File: src/rtl/npu_ahb_img_loader_if.sv
// AHB-Lite bus bundle between the image loader (master)
// and the NPU slave port.
interface npu_ahb_img_loader_if;
  logic [31:0] haddr_o;
  logic [1:0]  htrans_o;
  logic        hwrite_o;
  logic [2:0]  hsize_o;
  logic [2:0]  hburst_o;
  logic [3:0]  hprot_o;
  logic        hmastlock_o;
  logic [31:0] hwdata_o;
  logic        hready_i;
  logic        hresp_i;
  logic [31:0] hrdata_i;

  modport master (
    output haddr_o, htrans_o, hwrite_o, hsize_o,
    output hburst_o, hprot_o, hmastlock_o, hwdata_o,
    input  hready_i, hresp_i, hrdata_i
  );

  modport slave (
    input  haddr_o, htrans_o, hwrite_o, hsize_o,
    input  hburst_o, hprot_o, hmastlock_o, hwdata_o,
    output hready_i, hresp_i, hrdata_i
  );
endinterface

File: src/rtl/npu_ahb_img_loader.sv
// AHB-Lite initiator: loads an image into the NPU,
// pulses write_row per row, polls done and reads the class.
module npu_ahb_img_loader #(
  parameter int          ROW_LEN   = 32,
  parameter int          NUM_ROWS  = 32,
  parameter logic [5:0]  THRESH    = 6'd4,
  parameter logic [31:0] CSR_BASE  = 32'h8000_0000,
  parameter logic [31:0] STAT_BASE = 32'h8000_1000,
  parameter logic [31:0] MEM_BASE  = 32'h8000_2000,
  parameter int          POLL_GAP  = 4
) (
  input  logic       clk,
  input  logic       rst,
  input  logic       start,
  input  logic       pix_valid,
  input  logic [7:0] pix_data,
  output logic       pix_ready,
  output logic       busy,
  output logic       done,
  output logic [4:0] class_o,
  output logic       err,
  npu_ahb_img_loader_if.master ahb
);
  localparam logic [1:0] HT_IDLE = 2'b00;
  localparam logic [1:0] HT_NSEQ = 2'b10;
  localparam int GW = (POLL_GAP > 1) ? $clog2(POLL_GAP) : 1;
  localparam logic [GW-1:0] GAP_LAST = GW'(POLL_GAP - 1);
  localparam logic [11:0] COL_LAST = 12'(ROW_LEN - 1);
  localparam logic [5:0]  ROWS     = 6'(NUM_ROWS);

  typedef enum logic [2:0] {
    S_IDLE, S_ADDR, S_DATA, S_PIX_W, S_GAP, S_DONE, S_ERR
  } state_t;

  typedef enum logic [2:0] {
    OP_CFG, OP_PIX, OP_ROW, OP_POLL, OP_CLS
  } op_t;

  state_t      state;
  op_t         op;
  logic [31:0] haddr_q;
  logic [1:0]  htrans_q;
  logic        hwrite_q;
  logic [31:0] hwdata_q;
  logic [11:0] pix_idx;
  logic [11:0] col;
  logic [5:0]  row_cnt;
  logic [GW-1:0] gap;
  logic        unused_rdata;

  assign ahb.haddr_o     = haddr_q;
  assign ahb.htrans_o    = htrans_q;
  assign ahb.hwrite_o    = hwrite_q;
  assign ahb.hwdata_o    = hwdata_q;
  assign ahb.hsize_o     = 3'b000;
  assign ahb.hburst_o    = 3'b000;
  assign ahb.hprot_o     = 4'b0011;
  assign ahb.hmastlock_o = 1'b0;
  assign unused_rdata    = ^ahb.hrdata_i[31:5];

  always_ff @(posedge clk) begin
    if (rst) begin
      state     <= S_IDLE;
      op        <= OP_CFG;
      haddr_q   <= '0;
      htrans_q  <= HT_IDLE;
      hwrite_q  <= 1'b0;
      hwdata_q  <= '0;
      pix_ready <= 1'b0;
      busy      <= 1'b0;
      done      <= 1'b0;
      err       <= 1'b0;
      class_o   <= '0;
      pix_idx   <= '0;
      col       <= '0;
      row_cnt   <= '0;
      gap       <= '0;
    end else begin
      unique case (state)
        S_IDLE, S_DONE, S_ERR: begin
          if (start) begin
            state    <= S_ADDR;
            op       <= OP_CFG;
            haddr_q  <= CSR_BASE + 32'h4;
            htrans_q <= HT_NSEQ;
            hwrite_q <= 1'b1;
            hwdata_q <= {4{2'b00, THRESH}};
            busy     <= 1'b1;
            done     <= 1'b0;
            err      <= 1'b0;
            pix_idx  <= '0;
            col      <= '0;
            row_cnt  <= '0;
          end
        end
        S_ADDR: begin
          if (ahb.hready_i) begin
            htrans_q <= HT_IDLE;
            state    <= S_DATA;
          end
        end
        S_DATA: begin
          if (ahb.hready_i && ahb.hresp_i) begin
            state <= S_ERR;
            err   <= 1'b1;
            busy  <= 1'b0;
            done  <= 1'b0;
          end else if (ahb.hready_i) begin
            unique case (op)
              OP_CFG: begin
                state     <= S_PIX_W;
                pix_ready <= 1'b1;
              end
              OP_PIX: begin
                pix_idx <= pix_idx + 12'd1;
                if (col == COL_LAST) begin
                  col      <= '0;
                  op       <= OP_ROW;
                  state    <= S_ADDR;
                  haddr_q  <= CSR_BASE;
                  htrans_q <= HT_NSEQ;
                  hwrite_q <= 1'b1;
                  hwdata_q <= 32'h1;
                end else begin
                  col       <= col + 12'd1;
                  state     <= S_PIX_W;
                  pix_ready <= 1'b1;
                end
              end
              OP_ROW: begin
                row_cnt <= row_cnt + 6'd1;
                if (row_cnt + 6'd1 == ROWS) begin
                  state <= S_GAP;
                  gap   <= '0;
                end else begin
                  state     <= S_PIX_W;
                  pix_ready <= 1'b1;
                end
              end
              OP_POLL: begin
                if (ahb.hrdata_i[0]) begin
                  op       <= OP_CLS;
                  state    <= S_ADDR;
                  haddr_q  <= STAT_BASE + 32'h4;
                  htrans_q <= HT_NSEQ;
                  hwrite_q <= 1'b0;
                  hwdata_q <= '0;
                end else begin
                  state <= S_GAP;
                  gap   <= '0;
                end
              end
              OP_CLS: begin
                class_o <= ahb.hrdata_i[4:0];
                done    <= 1'b1;
                busy    <= 1'b0;
                state   <= S_DONE;
              end
              default: state <= S_IDLE;
            endcase
          end
        end
        S_PIX_W: begin
          if (pix_valid) begin
            pix_ready <= 1'b0;
            op        <= OP_PIX;
            state     <= S_ADDR;
            haddr_q   <= MEM_BASE + {20'd0, pix_idx};
            htrans_q  <= HT_NSEQ;
            hwrite_q  <= 1'b1;
            hwdata_q  <= {4{pix_data}};
          end
        end
        S_GAP: begin
          if (gap == GAP_LAST) begin
            op       <= OP_POLL;
            state    <= S_ADDR;
            haddr_q  <= STAT_BASE;
            htrans_q <= HT_NSEQ;
            hwrite_q <= 1'b0;
            hwdata_q <= '0;
          end else begin
            gap <= gap + 1'b1;
          end
        end
        default: state <= S_IDLE;
      endcase
    end
  end
endmodule

File: src/flat_wrapper.sv
// flat-port wrapper written by rule: the top's interface ports become plain ports
module npu_ahb_img_loader_flat 
#(
  parameter int          ROW_LEN   = 32,
  parameter int          NUM_ROWS  = 32,
  parameter logic [5:0]  THRESH    = 6'd4,
  parameter logic [31:0] CSR_BASE  = 32'h8000_0000,
  parameter logic [31:0] STAT_BASE = 32'h8000_1000,
  parameter logic [31:0] MEM_BASE  = 32'h8000_2000,
  parameter int          POLL_GAP  = 4
)
  (clk, rst, start, pix_valid, pix_data, pix_ready, busy, done, class_o, err, ahb_haddr_o, ahb_htrans_o, ahb_hwrite_o, ahb_hsize_o, ahb_hburst_o, ahb_hprot_o, ahb_hmastlock_o, ahb_hwdata_o, ahb_hready_i, ahb_hresp_i, ahb_hrdata_i);
  npu_ahb_img_loader_if ahb_i ();
  input  logic clk;
  input  logic rst;
  input  logic start;
  input  logic pix_valid;
  input  logic [7:0] pix_data;
  output logic pix_ready;
  output logic busy;
  output logic done;
  output logic [4:0] class_o;
  output logic err;
  output wire logic [$bits(ahb_i.haddr_o)-1:0] ahb_haddr_o;
  output wire logic [$bits(ahb_i.htrans_o)-1:0] ahb_htrans_o;
  output wire logic [$bits(ahb_i.hwrite_o)-1:0] ahb_hwrite_o;
  output wire logic [$bits(ahb_i.hsize_o)-1:0] ahb_hsize_o;
  output wire logic [$bits(ahb_i.hburst_o)-1:0] ahb_hburst_o;
  output wire logic [$bits(ahb_i.hprot_o)-1:0] ahb_hprot_o;
  output wire logic [$bits(ahb_i.hmastlock_o)-1:0] ahb_hmastlock_o;
  output wire logic [$bits(ahb_i.hwdata_o)-1:0] ahb_hwdata_o;
  input wire logic [$bits(ahb_i.hready_i)-1:0] ahb_hready_i;
  input wire logic [$bits(ahb_i.hresp_i)-1:0] ahb_hresp_i;
  input wire logic [$bits(ahb_i.hrdata_i)-1:0] ahb_hrdata_i;
  assign ahb_haddr_o = ahb_i.haddr_o;
  assign ahb_htrans_o = ahb_i.htrans_o;
  assign ahb_hwrite_o = ahb_i.hwrite_o;
  assign ahb_hsize_o = ahb_i.hsize_o;
  assign ahb_hburst_o = ahb_i.hburst_o;
  assign ahb_hprot_o = ahb_i.hprot_o;
  assign ahb_hmastlock_o = ahb_i.hmastlock_o;
  assign ahb_hwdata_o = ahb_i.hwdata_o;
  assign ahb_i.hready_i = ahb_hready_i;
  assign ahb_i.hresp_i = ahb_hresp_i;
  assign ahb_i.hrdata_i = ahb_hrdata_i;
  npu_ahb_img_loader #(.ROW_LEN(ROW_LEN), .NUM_ROWS(NUM_ROWS), .THRESH(THRESH), .CSR_BASE(CSR_BASE), .STAT_BASE(STAT_BASE), .MEM_BASE(MEM_BASE), .POLL_GAP(POLL_GAP)) u_core (.clk(clk), .rst(rst), .start(start), .pix_valid(pix_valid), .pix_data(pix_data), .pix_ready(pix_ready), .busy(busy), .done(done), .class_o(class_o), .err(err), .ahb(ahb_i));
endmodule
File: config.mk
export PLATFORM = sky130hd
export DESIGN_NAME = npu_ahb_img_loader_flat
export DESIGN_NICKNAME = d
export VERILOG_FILES = /design/src/rtl/npu_ahb_img_loader_if.sv /design/src/rtl/npu_ahb_img_loader.sv /design/src/flat_wrapper.sv
export SDC_FILE = /design/constraint.sdc
export NUM_CORES = 1
export LEC_CHECK = 0
export BUFFER_PORTS_ARGS = -buffer_cell sky130_fd_sc_hd__clkbuf_2
export CORE_MARGIN = 8
export CORE_UTILIZATION = 40
export CTS_CLUSTER_DIAMETER = 60
export DETAILED_ROUTE_END_ITERATION = 10
export HOLD_SLACK_MARGIN = 0.08
export SLEW_MARGIN = 20
export SYNTH_ARGS = -nofsm -noshare
export SYNTH_HDL_FRONTEND = slang
export SYNTH_SLANG_ARGS = --single-unit
File: constraint.sdc
create_clock -name clk -period 2.7 [get_ports clk]
set_input_delay 0.54 -clock clk [delete_from_list [all_inputs] [get_ports clk]]
set_output_delay 0.54 -clock clk [all_outputs]
set_load 0.02 [all_outputs]
==> metrics.cfg, run 1 <==
[place]
portBuffers = 76
dp_hpwl_um = 8100
post-place-cells = 676
gp_congestion = 0.830

[power]
finalPower_mw = 3.46
p_leak_nw = 2.08
ir_drop_v = 0.000272
power_density_nw_per_um2 = 720

[run]
max_cap_viol_count = 0

[routing]
dr.first_iter.drc_count = 178
drc_errors = 0
antenna_left = 0
first_pass_iters = 4
wire_per_inst_um = 15.7
drt-vias-per-instance = 5.37
routed-via-count = 3716
routed_wl_um = 10900

[floorplan]
start_util_pct = 40.3
dieArea_um2 = 14400
ios = 133
rows = 38
core_area_um2 = 10700
die_x_um = 120
die_h_um = 120

[hold_path]
hp-start = ahb_hrdata_i[1]
min_path_type = in -> reg

[timing]
relSlewSlack_pct = 56.8
final.setup_skew_ps = 10.1
hold_violations = 0
finalMaxSlewViolations = 0
min_period_over_period_pct = 85.7
hold_slack_ps = 417
tns_ps = 0
finalCriticalPeriod_ps = 2310
rsz0062_at_grt = false
setup_viol_count_final = 0
worstMarginPinSlew_ps = 647
max_freq_ghz = 0.432

[synthesis]
synth_async_sr_flop_share_pct = 0
synthTopCellsByArea = dfxtp_1 34%, buf_4 9.6%, mux2i_1 4.6%
yosys_most_used_dff = dfxtp_1
yosys.cell_types.count = 65
synthesis.area_um2 = 4320
yosysTopAreaCell = dfxtp_1
syn_avg_cell_area_um2 = 8.72
synthCells = 495
synth_seq_cells = 73
ys_warn_count = 0
synth_edf_count = 0
synth-seq-area-share_pct = 33.9
netlist.area_leader.share_pct = 33.9

[worst_setup_path]
r2r-start = u_core.col[7]
cp-end-kind = flip-flop
required_ps = 2950
arrival_ps = 2560
critPathMaxFanout = 26
path_class = reg -> reg
cp-startpoint = u_core.col[7]
critPathLaunchType = flip-flop

[clocking]
cts_tree = done
postCtsSetupRepairBufs = 0
post_cts_resized = 0
clockRootBuffer = clkbuf_8
clkSinkCount = 73
clkSlewWorstSetupHoldPaths_ps = 80
clock_path_buffers = 2
numCtsBuffers = 9
htreeDepth = 3
clk_latency_ps = 360
postCtsHoldBufs = 0

[grt]
grt_pass1_vias = 3540
grt_util_all_layers_pct = 14.5
antenna_found_initial = 0
grt_pass1_wl_um = 17400
grt_max_degree = 31
gr-total-overflow = 0

[run_status]
status = finished clean

[finish]
utilization_pct = 45.0
area_growth_pct = 11.5
layout.nets = 598
stdcell_count = 692
final_layout_size_suffix_gt1_share_pct = 23.2
antenna_cells = 0

## logic make-up (layout without fill, tap and decap cells)
group / count (synthesis) / count (layout) / share of synthesized area, %
AO/OA/AOI/OAI: 105 / 105 / 17.4
XOR/XNOR: 8 / 8 / 1.62
AND/OR/NAND/NOR: 187 / 187 / 26.0
adder cells (fa/ha/maj): 5 / 5 / 1.45
multiplexers: 26 / 26 / 6.20
buffers and inverters: 89 / 119 / 13.3
flip-flops: 73 / 73 / 33.9
other: 2 / 29 / 0.174
## synthesized netlist by cell type (all sizes together) (3+ instances only)
cell type  count
a31oi          3
clkbuf        17
nand2b        17
nor3          15
a41o           4
mux2i         20
a21o           3
and4          21
nor2b         11
buf           68
o31ai          4
a32oi          3
nand3         11
ha             5
nand4          7
nand2         35
mux2           6
or3b           4
a31o          19
nor4           5
and2           5
xor2           4
nor4b          3
inv            4
a21oi         28
xnor2          4
or4            6
nor2          28
dfxtp         73
o311ai         3
nor3b          4
nand3b         6
o21ai         19
or3            6
## path summary, 6_finish.rpt
check,slack (ps),cells after the start,end
setup / recovery,390,5,u_core.ahb.hwrite_o
hold / removal,420,3,u_core.class_o[1]
setup reg to reg,390,5,u_core.ahb.hwrite_o
hold reg to reg,480,2,u_core.pix_idx[11]
## where the power goes
group,internal [mW],switching [mW],total (mW)
Sequential,1.15,0.0752,1.23
Combinational,0.422,0.832,1.25
Clock,0.548,0.433,0.982
## per-layer routing
layer / up-vias / wire length [um] / part of all wire, % / GRT usage, %
li1: 1838 / - / - / -
met1: 1777 / 4800 / 44 / 17.7
met2: 90 / 5400 / 50 / 24.7
met3: 11 / 479 / 4.4 / 2.68
met4: 0 / 181 / 1.7 / 5.93
met5: - / 0 / 0 / 0
## state kept, by name, indices dropped and copies added (netlist names)
name,flops
u_core.ahb.hwdata_o,9
u_core.class_o,5
u_core.busy,1
u_core.op,3
u_core.done,1
u_core.state,3
u_core.ahb.htrans_o,1
u_core.col,12
u_core.ahb.haddr_o,15
u_core.pix_idx,12
u_core.row_cnt,6
u_core.ahb.hwrite_o,1
u_core.gap,2
u_core.pix_ready,1
u_core.err,1
## placed cells by master (no fill, tap or decap), types with 3 or more instances in the layout
| cell | netlist | final |
|---|---|---|
| xor2_1 | 4 | 4 |
| nor2b_1 | 11 | 11 |
| o311ai_0 | 3 | 3 |
| clkbuf_8 | 0 | 10 |
| nand3b_1 | 6 | 6 |
| a31oi_1 | 3 | 3 |
| ha_1 | 5 | 5 |
| and2_1 | 5 | 5 |
| nand2b_1 | 17 | 17 |
| o31ai_1 | 4 | 4 |
| nand3_1 | 11 | 11 |
| o21ai_1 | 3 | 3 |
| dfxtp_1 | 73 | 73 |
| xnor2_1 | 4 | 4 |
| buf_4 | 55 | 23 |
| inv_1 | 4 | 4 |
| a41o_1 | 4 | 4 |
| o21ai_0 | 15 | 15 |
| or4_1 | 5 | 5 |
| a21o_1 | 3 | 3 |
| nor4_1 | 5 | 5 |
| or3b_2 | 3 | 3 |
| clkbuf_2 | 0 | 76 |
| mux2_1 | 6 | 6 |
| nor3_1 | 14 | 14 |
| conb_1 | 2 | 29 |
| nor2_1 | 28 | 28 |
| or3_1 | 6 | 6 |
| mux2i_1 | 20 | 20 |
| a32oi_1 | 3 | 3 |
| nand4_1 | 7 | 7 |
| and4_1 | 21 | 21 |
| a21oi_1 | 28 | 28 |
| a31o_1 | 19 | 19 |
| nand2_1 | 34 | 34 |
## cell type report
| cell class | count | area (um^2) |
|---|---|---|
| Tap cell | 140 | 175 |
| Fill cell | 1080 | 5890 |
| Clock inverter | 6 | 90.1 |
| Multi-Input combinational cell | 360 | 2380 |
| Timing Repair Buffer | 99 | 553 |
| Clock buffer | 10 | 138 |
| Sequential cell | 73 | 1460 |
| Inverter | 4 | 15.0 |
## worst max-delay path: stages (launching register included)
cell and delay, ps:
dfxtp_1 390, or4_4 600, nor3_4 270, o221a_4 340
nand2_4 230, mux2_1 380
## through the flow
stage	instance area [um^2]	setup slack [ps]
finish	4810	387
global route	4810	276
CTS	4810	376
detailed placement	4580	263
global placement	4580	317
floorplan	4420	571
Note: power is estimated with default switching activity, not from simulation.
==> run 2, diff against run 1 <==
--- a/config.mk
+++ b/config.mk
@@ -6,6 +6,7 @@
 export NUM_CORES = 1
 export LEC_CHECK = 0
 export BUFFER_PORTS_ARGS = -buffer_cell sky130_fd_sc_hd__clkbuf_2
+export CORE_ASPECT_RATIO = 0.9
 export CORE_MARGIN = 8
 export CORE_UTILIZATION = 40
 export CTS_CLUSTER_DIAMETER = 60
==> run 2 against run 1 <==
  * Non-clock buffer count down 5
  * Via count down 0.62%
  * Sequential cell count unchanged
  * Register-to-register slack worse by 100 ps
  * Core utilization up 0.41 points
  * Fmax down 4.2%
  * Highest routed layer unchanged
  * Critical endpoint unchanged
==> metrics.cfg, run 2 (synthesis results as in run 1) <==
[clocking]
clock_path_buffers = 2  ; unchanged
clk_latency_ps = 340  ; -20 ps
cts_tree = done
numCtsBuffers = 9  ; unchanged
postCtsSetupRepairBufs = 0  ; unchanged
clockRootBuffer = clkbuf_16
clkSlewWorstSetupHoldPaths_ps = 60  ; -20 ps
postCtsHoldBufs = 0  ; unchanged
post_cts_resized = 0  ; unchanged
clkSinkCount = 73  ; unchanged
htreeDepth = 3  ; unchanged

[timing]
hold_violations = 0  ; unchanged
finalMaxSlewViolations = 0  ; unchanged
setup_slack_ps = 285  ; -102 ps
rsz0062_at_grt = false
min_period_over_period_pct = 89.4  ; +3.8 points
setup_viol_count_final = 0  ; unchanged
final.setup_skew_ps = 8.94  ; -1.12 ps
max_freq_ghz = 0.414  ; -4.2%
tns_ps = 0  ; unchanged
worstMarginPinSlew_ps = 982  ; +335 ps
finalCriticalPeriod_ps = 2410  ; +102 ps
relSlewSlack_pct = 34.3  ; -22 points

[worst_setup_path]
cp-startpoint = u_core.col[7]
r2r-start = u_core.col[7]
critPathLaunchType = flip-flop
cp-end-kind = flip-flop
critPathMaxFanout = 26  ; unchanged
arrival_ps = 2640  ; +80 ps
path_class = reg -> reg
required_ps = 2930  ; -20 ps

[routing]
dr.first_iter.drc_count = 197  ; +11%
routed-via-count = 3693  ; -0.62%
drc_errors = 0  ; unchanged
wire_per_inst_um = 16.2  ; +3.0%
drt-vias-per-instance = 5.43  ; +1.1%
antenna_left = 0  ; unchanged
routed_wl_um = 11000  ; +1.2%
first_pass_iters = 4  ; unchanged

[run_status]
status = finished clean

[power]
ir_drop_v = 0.000383  ; +41%
p_switching_mw = 1.42  ; +5.9%
p_clk_share_pct = 33.7  ; +5.4 points
power_frac_seq_pct = 33.3  ; -2.1 points
finalPower_mw = 3.69  ; +6.7%
internal_power_mw = 2.27  ; +7.2%
switching_share_pct = 38.5  ; -0.27 points
p_leak_nw = 2.09  ; +0.39%
pwr-share-comb_pct = 33.0  ; -3.2 points
power_density_nw_per_um2 = 762  ; +5.9%

[place]
post-place-cells = 664  ; -1.8%
pre_cts_ws_ps = 263  ; -0.517 ps
gp_congestion = 0.855  ; +3.1%
dp_hpwl_um = 7960  ; -1.7%
place_area_um2 = 4540  ; -1.0%
portBuffers = 76  ; unchanged

[finish]
stdcell_count = 680  ; -1.7%
final_cell_mix = 76 x clkbuf_2, 73 x dfxtp_1, 34 x nand2_1
area_growth_pct = 12.3
antenna_cells = 0  ; unchanged
largest_reg_flops = 15  ; unchanged
fin_area_um2 = 4850  ; +0.70%
layout.nets = 593  ; -0.84%
layout_commonest_cell = clkbuf_2
final_layout_size_suffix_gt1_share_pct = 22.5  ; -0.70 points

[grt]
grtUsageMet2_pct = 26.0  ; +1.2 points
antenna_found_initial = 0  ; unchanged
met1_usage_pct = 18.1  ; +0.39 points
grt_max_degree = 34  ; +9.7%
gr-total-overflow = 0  ; unchanged
grt_util_all_layers_pct = 15.4  ; +0.81 points
busiest_layer = met2
grt_pass1_vias = 3762  ; +6.3%
grt_pass1_wl_um = 18200  ; +4.6%
grt_util_met3_pct = 4.80  ; +2.1 points

[hold_path]
min_path_type = in -> reg
hp-start = ahb_hrdata_i[4]

[floorplan]
die_x_um = 125  ; +4.7%
start_util_pct = 40.4  ; +0.085 points
rows = 36  ; -5.3%
die_h_um = 115  ; -4.4%
core_area_um2 = 10700  ; -0.21%
dieArea_um2 = 14400  ; about the same
ios = 133  ; unchanged

[run]
max_cap_viol_count = 0  ; unchanged

[run 2: power groups by stage]
stage	clock network (mW)	logic [mW]	registers, mW
after detailed placement	0	1.22	1.25
after global routing	1.32	1.34	1.24
after global placement	0	1.20	1.25
after CTS	1.28	1.22	1.23
final	1.24	1.22	1.23
after floorplan	0	0.954	1.28
[run 2: final cells by class]
class	instances	area (um^2)
sequential	73	1460
clock buffer	9	225
tap	133	166
timing repair buffer	94	515
multi-input combinational	360	2380
fill	1078	5830
clock inverter	7	82.6
inverter	4	15.0
[run 2: critical path: stages, from the launching register on]
cell and delay [ps]:
dfxtp_1 380, or4_4 590, nor3_4 280, o221a_4 410, nand2_4 260, mux2_1 370
[run 2: per-stage QoR]
step,util [%],hold WS [ps]
finish,45.4,433
global route,45.4,450
CTS,45.4,427
detailed placement,42.5,460
global placement,42.5,456
floorplan,-,442
[run 2: layer usage]
layer  vias up  wire, um
met5         -         0
met4         0        98
met3        10       594
met2       111      5340
met1      1743      4960
li1       1829         -
[run 2: final timing paths]
| check | to | slack (ps) | cells after the start |
|---|---|---|---|
| worst max-delay path | u_core.ahb.hwrite_o | 290 | 5 |
| worst max register to register | u_core.ahb.hwrite_o | 290 | 5 |
| worst min register to register | u_core.ahb.haddr_o[31] | 470 | 2 |
| worst min-delay path | u_core.class_o[4] | 430 | 3 |
==> run 3, diff against run 2 <==
--- a/config.mk
+++ b/config.mk
@@ -6,12 +6,15 @@
 export NUM_CORES = 1
 export LEC_CHECK = 0
 export BUFFER_PORTS_ARGS = -buffer_cell sky130_fd_sc_hd__clkbuf_2
+export CELL_PAD_IN_SITES_DETAIL_PLACEMENT = 0
+export CELL_PAD_IN_SITES_GLOBAL_PLACEMENT = 2
 export CORE_ASPECT_RATIO = 0.9
 export CORE_MARGIN = 8
-export CORE_UTILIZATION = 40
+export CORE_UTILIZATION = 30
 export CTS_CLUSTER_DIAMETER = 60
 export DETAILED_ROUTE_END_ITERATION = 10
 export HOLD_SLACK_MARGIN = 0.08
+export PLACE_DENSITY_LB_ADDON = 0.1
 export SLEW_MARGIN = 20
 export SYNTH_ARGS = -nofsm -noshare
 export SYNTH_HDL_FRONTEND = slang
==> run 3 against run 2 <==
  * Non-clock buffer count grew 11
  * Worst hold slack worse by 5.6 ps
  * Critical path type unchanged
  * Global-route usage is 1.9 points lower
  * Wire length increased by 11%
==> metrics.cfg, run 3 (synthesis results as in run 1) <==
[worst_setup_path]
path_class = reg -> reg
path_common_cell = a21oi_1
required_ps = 2980  ; +50 ps
cp-end-kind = flip-flop
critPathLaunchType = flip-flop
arrival_ps = 2650  ; about the same
critical_path.slowest_cell = dfxtp_1
path_cells = a21oi_1 > or3_1 > or4_1 > a21oi_1
max_stage_delay_ps = 720  ; +130 ps
critPathMaxFanout = 18  ; -31%

[finish]
largest_reg_flops = 15  ; unchanged
antenna_cells = 0  ; unchanged
layout_commonest_cell = clkbuf_2
fillers = 1533  ; +42%
area_growth_pct = 15.8
final_cell_mix = 76 x clkbuf_2, 73 x dfxtp_1, 34 x nand2_1
utilization_pct = 35.6  ; -9.8 points
multi_input_area_um2 = 2380  ; unchanged
final_layout_size_suffix_gt1_share_pct = 24.0  ; +1.5 points
regArea_um2 = 1460  ; unchanged
layout.nets = 604  ; +1.9%

[routing]
routed-via-count = 3665  ; -0.76%
dr.first_iter.drc_count = 212  ; +7.6%
drt-vias-per-instance = 4.88  ; -10%
antenna_left = 0  ; unchanged
first_pass_iters = 4  ; unchanged
wire_per_inst_um = 16.3  ; +0.90%
drc_errors = 0  ; unchanged
routed_wl_um = 12200  ; +11%

[floorplan]
die_h_um = 130  ; +13%
ios = 133  ; unchanged
rows = 41  ; +14%
start_util_pct = 30.7  ; -9.7 points
core_area_um2 = 14100  ; +32%
die_x_um = 142  ; +13%
dieArea_um2 = 18500  ; +29%

[clocking]
clock_path_buffers = 2  ; unchanged
post_cts_resized = 0  ; unchanged
postCtsHoldBufs = 0  ; unchanged
htreeDepth = 3  ; unchanged
clkSlewWorstSetupHoldPaths_ps = 60  ; about the same
clk_latency_ps = 350  ; about the same
clockRootBuffer = clkbuf_16
clkSinkCount = 73  ; unchanged
postCtsSetupRepairBufs = 0  ; unchanged
numCtsBuffers = 9  ; unchanged
cts_tree = done

[power]
p_leak_nw = 2.14  ; +2.6%
power_density_nw_per_um2 = 759  ; -0.41%
finalPower_mw = 3.80  ; +2.7%
ir_drop_v = 0.000422  ; +10%

[grt]
grt_pass1_wl_um = 19700  ; +8.5%
antenna_found_initial = 0  ; unchanged
grt_util_met3_pct = 3.21  ; -1.6 points
grt_util_all_layers_pct = 13.5  ; -1.9 points
busiest_layer = met2
grt_pass1_vias = 3642  ; -3.2%
met1_usage_pct = 17.7  ; -0.46 points
grt_max_degree = 31  ; -8.8%
grtUsageMet2_pct = 21.3  ; -4.6 points
gr-total-overflow = 0  ; unchanged

[run_status]
status = finished clean

[timing]
finalMaxSlewViolations = 0  ; unchanged
worstMarginPinSlew_ps = 639  ; -342 ps
min_period_over_period_pct = 87.9  ; -1.5 points
relSlewSlack_pct = 57.0  ; +23 points
hold_slack_ps = 428  ; -5.65 ps
hold_violations = 0  ; unchanged
tns_ps = 0  ; unchanged
setup_viol_count_final = 0  ; unchanged
finalCriticalPeriod_ps = 2370  ; -41.2 ps
final.setup_skew_ps = 6.28  ; -2.66 ps
setup_slack_ps = 326  ; +41.2 ps
max_freq_ghz = 0.421  ; +1.7%
rsz0062_at_grt = false

[run]
max_cap_viol_count = 0  ; unchanged

[place]
dp_hpwl_um = 8970  ; +13%
portBuffers = 76  ; unchanged
pre_cts_ws_ps = 321  ; +57.9 ps
gp_congestion = 0.750  ; -12%

[hold_path]
min_path_type = in -> reg

## run 3: cell count changes in the layout (fill, tap and decap cells not counted), sizes merged
cell,change
buf,+11
clkinv,+3
clkinvlp,-1
inv,-2
## run 3: final timing paths
path	start	endpoint	slack, ps	depth (start not counted)
worst min register to register	u_core.ahb.haddr_o[12]	u_core.ahb.haddr_o[12]	460	2
worst max-delay path	u_core.state[1]	u_core.col[9]	330	4
worst max register to register	u_core.state[1]	u_core.col[9]	330	4
worst min-delay path	ahb_hrdata_i[4]	u_core.class_o[4]	430	3
## run 3: layout make-up
class                           instances  area share, %
Timing Repair Buffer                  105           12.0
Clock buffer                            9           4.51
Sequential cell                        73           29.2
Tap cell                              193           4.83
Inverter                                4          0.300
Clock inverter                          7           1.55
Multi-Input combinational cell        360           47.6
## run 3: layer usage
layer  wire length [um]  part of all wire (%)
met1               6110                    50
met5                  0                     0
met3                442                   3.6
met4                155                   1.3
met2               5540                    45
## run 3: worst max-delay path: cells and delay by family, from the launching register on
kind	cells	cell delay, ps
AO/OA/AOI/OAI	2	400
flip-flops	1	720
AND/OR/NAND/NOR	2	1180
## run 3: stage by stage
stage	std cells	area, um^2
floorplan	522	4420
global placement	735	4700
finish	751	5000
CTS	751	5000
global route	751	5000
detailed placement	735	4700
## run 3: where the power goes
part           internal (mW)  leakage (nW)  switching (mW)
clock network          0.723         0.146           0.513
registers               1.15         0.590          0.0839
logic                  0.453          1.40           0.869
